[src/rtl/trap_prio_unit.sv]
// Sticky trap-request capture with masked priority encode and a held trap-type code.
// The held code stays put until it is acknowledged.
module trap_prio_unit #(
    parameter int unsigned N_TRAPS = 6,
    parameter int unsigned CODE_W  = 3
) (
    input  logic               clk,
    input  logic               reset,
    input  logic [N_TRAPS-1:0] trap_req,
    input  logic [N_TRAPS-1:0] trap_mask,
    input  logic               en_traps,
    input  logic               capture,
    input  logic               ack,
    output logic [CODE_W-1:0]  tt_code,
    output logic               tt_valid,
    output logic [N_TRAPS-1:0] pending,
    output logic               pending_any
);

    typedef enum logic {
        IDLE = 1'b0,
        HELD = 1'b1
    } state_e;

    state_e               state_q, state_d;
    logic [N_TRAPS-1:0]   pending_q, pending_d;
    logic [N_TRAPS-1:0]   eligible;
    logic [N_TRAPS-1:0]   clr;
    logic [CODE_W-1:0]    tt_code_q, tt_code_d;
    logic [CODE_W-1:0]    prio_code;
    logic                 eligible_any;

    assign eligible     = pending_q & trap_mask;
    assign eligible_any = |eligible;

    // Lowest set index wins: scan from the top so the last hit is the lowest.
    always_comb begin
        prio_code = '0;
        for (int i = int'(N_TRAPS) - 1; i >= 0; i--) begin
            if (eligible[i]) begin
                prio_code = CODE_W'(i);
            end
        end
    end

    always_comb begin
        state_d   = state_q;
        tt_code_d = tt_code_q;
        clr       = '0;
        case (state_q)
            IDLE: begin
                if (capture && en_traps && eligible_any) begin
                    tt_code_d = prio_code;
                    state_d   = HELD;
                end
            end
            HELD: begin
                if (ack) begin
                    clr     = N_TRAPS'(1) << tt_code_q;
                    state_d = IDLE;
                end
            end
            default: state_d = IDLE;
        endcase
        // A new request on the acknowledged bit re-arms it.
        pending_d = (pending_q & ~clr) | trap_req;
    end

    always_ff @(posedge clk) begin
        if (reset) begin
            state_q   <= IDLE;
            tt_code_q <= '0;
            pending_q <= '0;
        end else begin
            state_q   <= state_d;
            tt_code_q <= tt_code_d;
            pending_q <= pending_d;
        end
    end

    assign tt_code     = tt_code_q;
    assign tt_valid    = (state_q == HELD);
    assign pending     = pending_q;
    assign pending_any = eligible_any;

endmodule

[config.mk]
export PLATFORM = sky130hd
export DESIGN_NAME = trap_prio_unit
export DESIGN_NICKNAME = d
export VERILOG_FILES = /design/src/rtl/trap_prio_unit.sv
export SDC_FILE = /design/constraint.sdc
export NUM_CORES = 1
export LEC_CHECK = 0
export CAP_MARGIN = 25
export CORE_MARGIN = 2
export CORE_UTILIZATION = 35
export DETAILED_ROUTE_END_ITERATION = 6
export PLACE_DENSITY = 0.85
export RECOVER_POWER = 25
export SYNTH_ARGS = -nofsm -noshare
export SYNTH_HDL_FRONTEND = slang
export SYNTH_SLANG_ARGS = --single-unit
[constraint.sdc]
create_clock -name clk -period 1.3 [get_ports clk]
set_input_delay 0.26 -clock clk [delete_from_list [all_inputs] [get_ports clk]]
set_output_delay 0.26 -clock clk [all_outputs]
set_load 0.05 [all_outputs]
# Word level (Yosys, flattened, before mapping)
# Cells that the tools add are included.
[classes]
div = 0
order_cmp = 0
shift = 1
mul = 0
n_eq_ne = 0
n_reduce_logical = 4
muxes = 11
n_addsub = 0
n_bitwise = 5
[op_table]
columns = ["operator", "count"]
rows = [
  ["$mux W3", 6],
  ["$and A6 B6 Y6", 2],
  ["$mux W6", 2],
  ["$not A6 Y6", 1],
  ["$or A6 B6 Y6", 1],
  ["$reduce_or A6 Y1", 1],
  ["$shl A1 B3 Y6 const A", 1],
  ["$logic_and A1 B1 Y1", 2],
  ["$mux W1", 2],
  ["$pmux W1 S2", 1],
  ["$reduce_and A2 Y1", 1],
  ["$not A1 Y1", 1],
]
[totals]
n_memories = 0
register_bits = 10
in_bits = 17
mem_bits_ro = 0
latch_bits = 0
ramBits = 0

# Longest topological paths before layout
# Gate-level depths: netlist of run 1.
[logic_depth]
ltp_word = 7
ltp_mapped = 4

# Worst setup path after synthesis of run 1
# Ideal clock, no wire load.
[synth_path]
path_type = "reg2out"
startpoint = "register pending_q[5], in the netlist pending[5]"
endpoint = "output pending_any"
slack_ns = -0.383
path_stages_with_launch = 3
arrival_ns = 1.423
path_cell_list = "dfxtp_1 -> a22o_4 -> or3_1"
[synth_between]
elab_chain_cells = 2
[synth_lines]
columns = ["item", "line", "source"]
rows = [
  ["start: declaration", "26", "logic [N_TRAPS-1:0] pending_q, pending_d;"],
  ["start signal: assignment", "77", "pending_q <= pending_d;"],
  ["$and A6 B6 Y6", "33", "assign eligible = pending_q & trap_mask;"],
  ["$reduce_or A6 Y1", "34", "assign eligible_any = |eligible;"],
  ["end: declaration", "17", "output logic pending_any"],
]
# Every way passes these cells.

# Worst setup path in the final report of run 1
# Ends and elaborated chain as after synthesis.

==> results.cfg, run 1 <==
[pwr]
irDropWorstVdd_mv = 0.566
p_leak_nw = 0.434
powerDensity_nw_per_um2 = 911
p_total_mw = 0.936

[final_layout]
ff_latch_area_um2 = 213
fillers = 81
multi_input_area_um2 = 293
drive_gt1_share_pct = 40.8
synthToLayoutAreaGrowth_pct = 115
diodes = 0
finalNetCount = 116

[drt]
viasPerCell = 5.49
ant_nets = 0
drtIter0Drc = 19
vias = 620
drc_errors = 0
wl_per_cell_um = 16.1
drt_first_pass_iters = 4
wirelength_mm = 1.82

[sta]
drv_slew = 0
max_freq_mhz = 611
final_hold_viol_count = 0
skew_ns = 0.0115
max_slew_margin_pct = 81.9
fin_ws_ns = -0.337
finalSetupViolCount = 1
worst_pin_slew_ns = 0.271
rsz0062_at_grt = true
holdWs_ns = 0.584
min_period_ns = 1.64
fin_tns_setup_ns = -0.337
fin_crit_sh_pct = 126

[synth]
synth_edf_count = 0
syn-mean-instance-area_um2 = 8.85
syn_nets = 71
syn_area_um2 = 478
synth-seq-area-share_pct = 41.9
ys_ff_latch = 10
yosysTopAreaCell = dfxtp_1
yosysMostFrequentCell = dfxtp_1
async_flop_share_pct = 0
syn-instance-count = 54
synth.area.top_cells = dfxtp_1 42%, a21oi_1 8.4%, nor2_1 6.3%, o31ai_4 4.5%, a22o_1 3.7%
synth_commonest_cells = 10 x dfxtp_1, 8 x a21oi_1, 8 x nor2_1
synth.distinct_cells = 25
yosysTopAreaCellShare_pct = 41.9
ys_warn_count = 0
synth_flop_cell = dfxtp_1

[die]
num_rows = 13
die_x_um = 41.0
coreArea_um2 = 1280
die_h_um = 41.0
die_area_um2 = 1680
ios = 28
start_util_pct = 37.2

[worst_hold_path]
min_path_cells = 2
hold_path.class = flop to flop
min_from = tt_valid
hold-path-endpoint = tt_valid

[place]
finalWeightedCongestion = 0.827
port_buffers = 27
hpwl_mm = 1.51

[setup_path]
path_max_fanout = 2
worst-r2r-cell-count = 5
cp.arrival_ns = 1.38
crit_type = flop to output port
r2r_setup_slack_ns = 0.04
endpoint_kind = output port
timing.rr.start = pending[1]
rr_endpoint = tt_code[0]
worstPathRequired_ns = 1.04
start_kind = flop

[clocking]
cts_hold_buffers = 0
cts.sinks = 10
clk_pin_slew_ns = 0.07
htree_levels = 1
ctsRootBufferMaster = clkbuf_4
cts-buffers-inserted = 3
clkLatencyLatePin_ns = 0.27
max-clock-path-buffers = 2
cts_tree = built

[grt]
grt_pass1_wl_mm = 2.50
grt_antenna_before_repair = 0
grt_overflow = 0
grt_max_degree = 7
grt_usage_pct = 24.5
grt_pass1_vias = 574

[flow_run]
max_cap_viol_count = 0

[outcome]
violations = negative setup slack
status = finished, violations left
[report_power, final]
part	internal, mW	switching, mW	total, mW
clock network	0.118	0.105	0.223
logic	0.193	0.173	0.366
registers	0.326	0.0203	0.347
[routing by layer]
metal | up-vias | wire length [µm] | track usage (%)
met2 | 30 | 920 | 41.8
met3 | 8 | 101 | 8.15
li1 | 294 | - | -
met5 | - | 0 | 0
met1 | 288 | 738 | 24.8
met4 | 0 | 60 | 16.7
[per-stage QoR]
stage,instance area (µm²),util (%),setup WS [ns],instances
after global routing,1030,79.9,-0.367,113
final,1030,79.9,-0.337,113
after global placement,1000,78.1,-0.480,109
after CTS,1030,80.1,-0.346,113
after detailed placement,1000,78.1,-0.509,109
after floorplan,515,-,-0.104,54
[cell families after synthesis]
| group | count (synthesis) | share of synthesized area, % |
|---|---|---|
| AND/OR/NAND/NOR | 23 | 25.1 |
| AO/OA/AOI/OAI | 19 | 31.4 |
| flip-flops | 10 | 41.9 |
| buffers and inverters | 2 | 1.57 |
[layout make-up]
| cell class | count | area share (%) |
|---|---|---|
| Clock buffer | 4 | 2.56 |
| Sequential cell | 10 | 20.7 |
| Timing Repair Buffer | 41 | 46.0 |
| Multi-Input combinational cell | 42 | 28.5 |
| Tap cell | 15 | 1.83 |
| Inverter | 1 | 0.365 |
[worst max path at each step]
| stage | startpoint | endpoint | slack, ns | cells after the start |
|---|---|---|---|---|
| final | pending[5] | pending_any | -0.34 | 3 |
| after CTS | pending[5] | pending_any | -0.35 | 3 |
| after global routing | pending[5] | pending_any | -0.37 | 3 |
| after detailed placement | trap_mask[3] | pending_any | -0.51 | 4 |
| after global placement | trap_mask[3] | pending_any | -0.48 | 4 |
| after floorplan | pending[3] | pending_any | -0.10 | 2 |
[cells in the final DEF (no fill, tap or decap), drive strengths merged, types with 2 or more instances in the layout]
master and n:
clkdlybuf4s50 10, and3b 2, nand3b 2, buf 25, clkbuf 4, a22o 3
nand4 2, dfxtp 10, nor2 8, dlygate4sd2 6, nand2 4, a21oi 8
o31ai 2
[critical path: stages (launching register included)]
cell     delay (ns)
dfxtp_4        0.35
a22o_4         0.24
or3_4          0.37
buf_8          0.16
[registers in the layout, indices dropped and copies added, names as in the netlist]
register	count
pending	6
tt_code	3
tt_valid	1
[repair_timing]
item	in CTS	in global routing
setup buffers	1	0
gates resized for setup	8	0
endpoints found under the setup margin	3	2
pin swaps	5	0
Note: power is estimated with default switching activity, not from simulation.
==> run 2: changes to the inputs <==
--- a/config.mk
+++ b/config.mk
@@ -6,10 +6,11 @@
 export NUM_CORES = 1
 export LEC_CHECK = 0
 export CAP_MARGIN = 25
-export CORE_MARGIN = 2
-export CORE_UTILIZATION = 35
+export CORE_AREA = 2 2 39 41
+export CTS_BUF_LIST = sky130_fd_sc_hd__clkbuf_8
 export DETAILED_ROUTE_END_ITERATION = 6
-export PLACE_DENSITY = 0.85
+export DIE_AREA = 0 0 41 43
+export PLACE_DENSITY = 0.87
 export RECOVER_POWER = 25
 export SYNTH_ARGS = -nofsm -noshare
 export SYNTH_HDL_FRONTEND = slang
==> results.cfg, run 2 (synthesis gave the netlist of run 1 again) <==
[outcome]
status = finished, violations left
violations = negative setup slack

[sta]
fin_crit_sh_pct = 124
skew_ns = 0.00192
final_hold_viol_count = 0
min_period_ns = 1.61
max_slew_margin_pct = 79.7
worst_pin_slew_ns = 0.304
finalSetupViolCount = 1
rsz0062_at_grt = true
max_freq_mhz = 622
drv_slew = 0
fin_ws_ns = -0.307

[clocking]
htree_levels = 1
cts_tree = built
cts_hold_buffers = 0
clk_pin_slew_ns = 0.05
cts.sinks = 10
cts-buffers-inserted = 3
ctsRootBufferMaster = clkbuf_8
max-clock-path-buffers = 2
clkLatencyLatePin_ns = 0.24

[final_layout]
finalNetCount = 116
fillers = 99
final_cell_mix = 13 x buf_4, 9 x clkdlybuf4s50_1, 9 x buf_12
stdcell_area_um2 = 1040
diodes = 0
final_core_util_pct = 75.0
largest_reg_flops = 6
final_common_cell = buf_4
drive_gt1_share_pct = 41.8
synthToLayoutAreaGrowth_pct = 117

[grt]
grt_pass1_wl_mm = 2.66
grt_overflow = 0
grt_max_degree = 7
grt_pass1_vias = 613
grt_antenna_before_repair = 0
grt_usage_pct = 23.4

[setup_path]
rr_endpoint = tt_code[0]
worst-r2r-cell-count = 5
critPathLaunch = pending[5]
endpoint_kind = output port
crit_end = pending_any
crit_type = flop to output port
r2r_setup_slack_ns = 0.05
start_kind = flop
timing.rr.start = pending[5]
worstPathRequired_ns = 1.04
cp.arrival_ns = 1.35
path_max_fanout = 2

[drt]
drc_errors = 0
vias = 594
ant_nets = 0
wirelength_mm = 1.76
drt-met1-wl_um = 685
dr_wl_met2_um = 952
wl_per_cell_um = 15.4
drt_first_pass_iters = 4
dr.max_layer_used = met4
drtIter0Drc = 17
route.met3.wl_um = 68
viasPerCell = 5.21

[die]
coreArea_um2 = 1380
die_h_um = 43
die_x_um = 41
die_area_um2 = 1760
start_util_pct = 34.5
ios = 28
num_rows = 14

[worst_hold_path]
hold_path.class = input pin to flop

[pwr]
p_leak_nw = 0.438
powerDensity_nw_per_um2 = 1000
irDropWorstVdd_mv = 0.695

[place]
port_buffers = 27
postPlaceCellArea_um2 = 997
finalWeightedCongestion = 0.826
hpwl_mm = 1.19

[flow_run]
max_cap_viol_count = 0
## run 2: worst max-delay path, cell delays in order (launching register included)
cell and delay, ns:
dfxtp_4 0.34, a22o_4 0.24, or3_4 0.37, buf_8 0.16
## run 2: cell type report
| type | instances | area [µm²] | share of cell area (%) |
|---|---|---|---|
| tap | 16 | 20.0 | 1.93 |
| timing repair buffer | 41 | 462 | 44.5 |
| multi-input combinational | 42 | 294 | 28.3 |
| clock buffer | 3 | 41.3 | 3.98 |
| sequential | 10 | 213 | 20.5 |
| inverter | 1 | 3.75 | 0.362 |
| clock inverter | 1 | 3.75 | 0.362 |
## run 2: worst min-delay path by stage
stage | from | to | slack (ns) | cells past startpoint
global placement | tt_valid | tt_valid | 0.50 | 2
detailed placement | tt_valid | tt_valid | 0.53 | 2
finish | trap_mask[0] | tt_code[0] | 0.58 | 4
global route | trap_mask[0] | tt_code[0] | 0.57 | 4
floorplan | trap_req[3] | pending[3] | 0.38 | 2
CTS | tt_valid | tt_valid | 0.54 | 2
## run 2: routing by layer
metal  vias to the layer above  GRT usage (%)
li1                        290              -
met4                         0           18.0
met2                        20           38.1
met1                       278           25.3
met5                         -              0
met3                         6           2.62
## run 2: power by group
group	switching [mW]	total, mW	internal [mW]
logic	0.172	0.360	0.189
registers	0.0203	0.348	0.327
clock network	0.123	0.330	0.207
total	0.315	1.04	0.723
## run 2: what timing repair did
action | 4_1_cts | 5_1_grt
cloned | 0 | 0
endpoints found under the setup margin | 3 | 3
pin swaps | 5 | 2
resized for setup | 8 | 2
setup buffers | 2 | 0
## run 2: metrics by stage
step	worst slack, ns	total power, mW	TNS (ns)	hold slack, ns	cells
2_1_floorplan	-0.104	0.511	-0.104	0.376	54
3_3_place_gp	-0.494	0.705	-1.67	0.505	109
3_5_place_dp	-0.510	0.711	-1.88	0.530	109
4_1_cts	-0.303	1.05	-0.303	0.542	114
5_1_grt	-0.333	1.09	-0.391	0.571	114
6_report	-0.307	1.04	-0.307	0.582	114
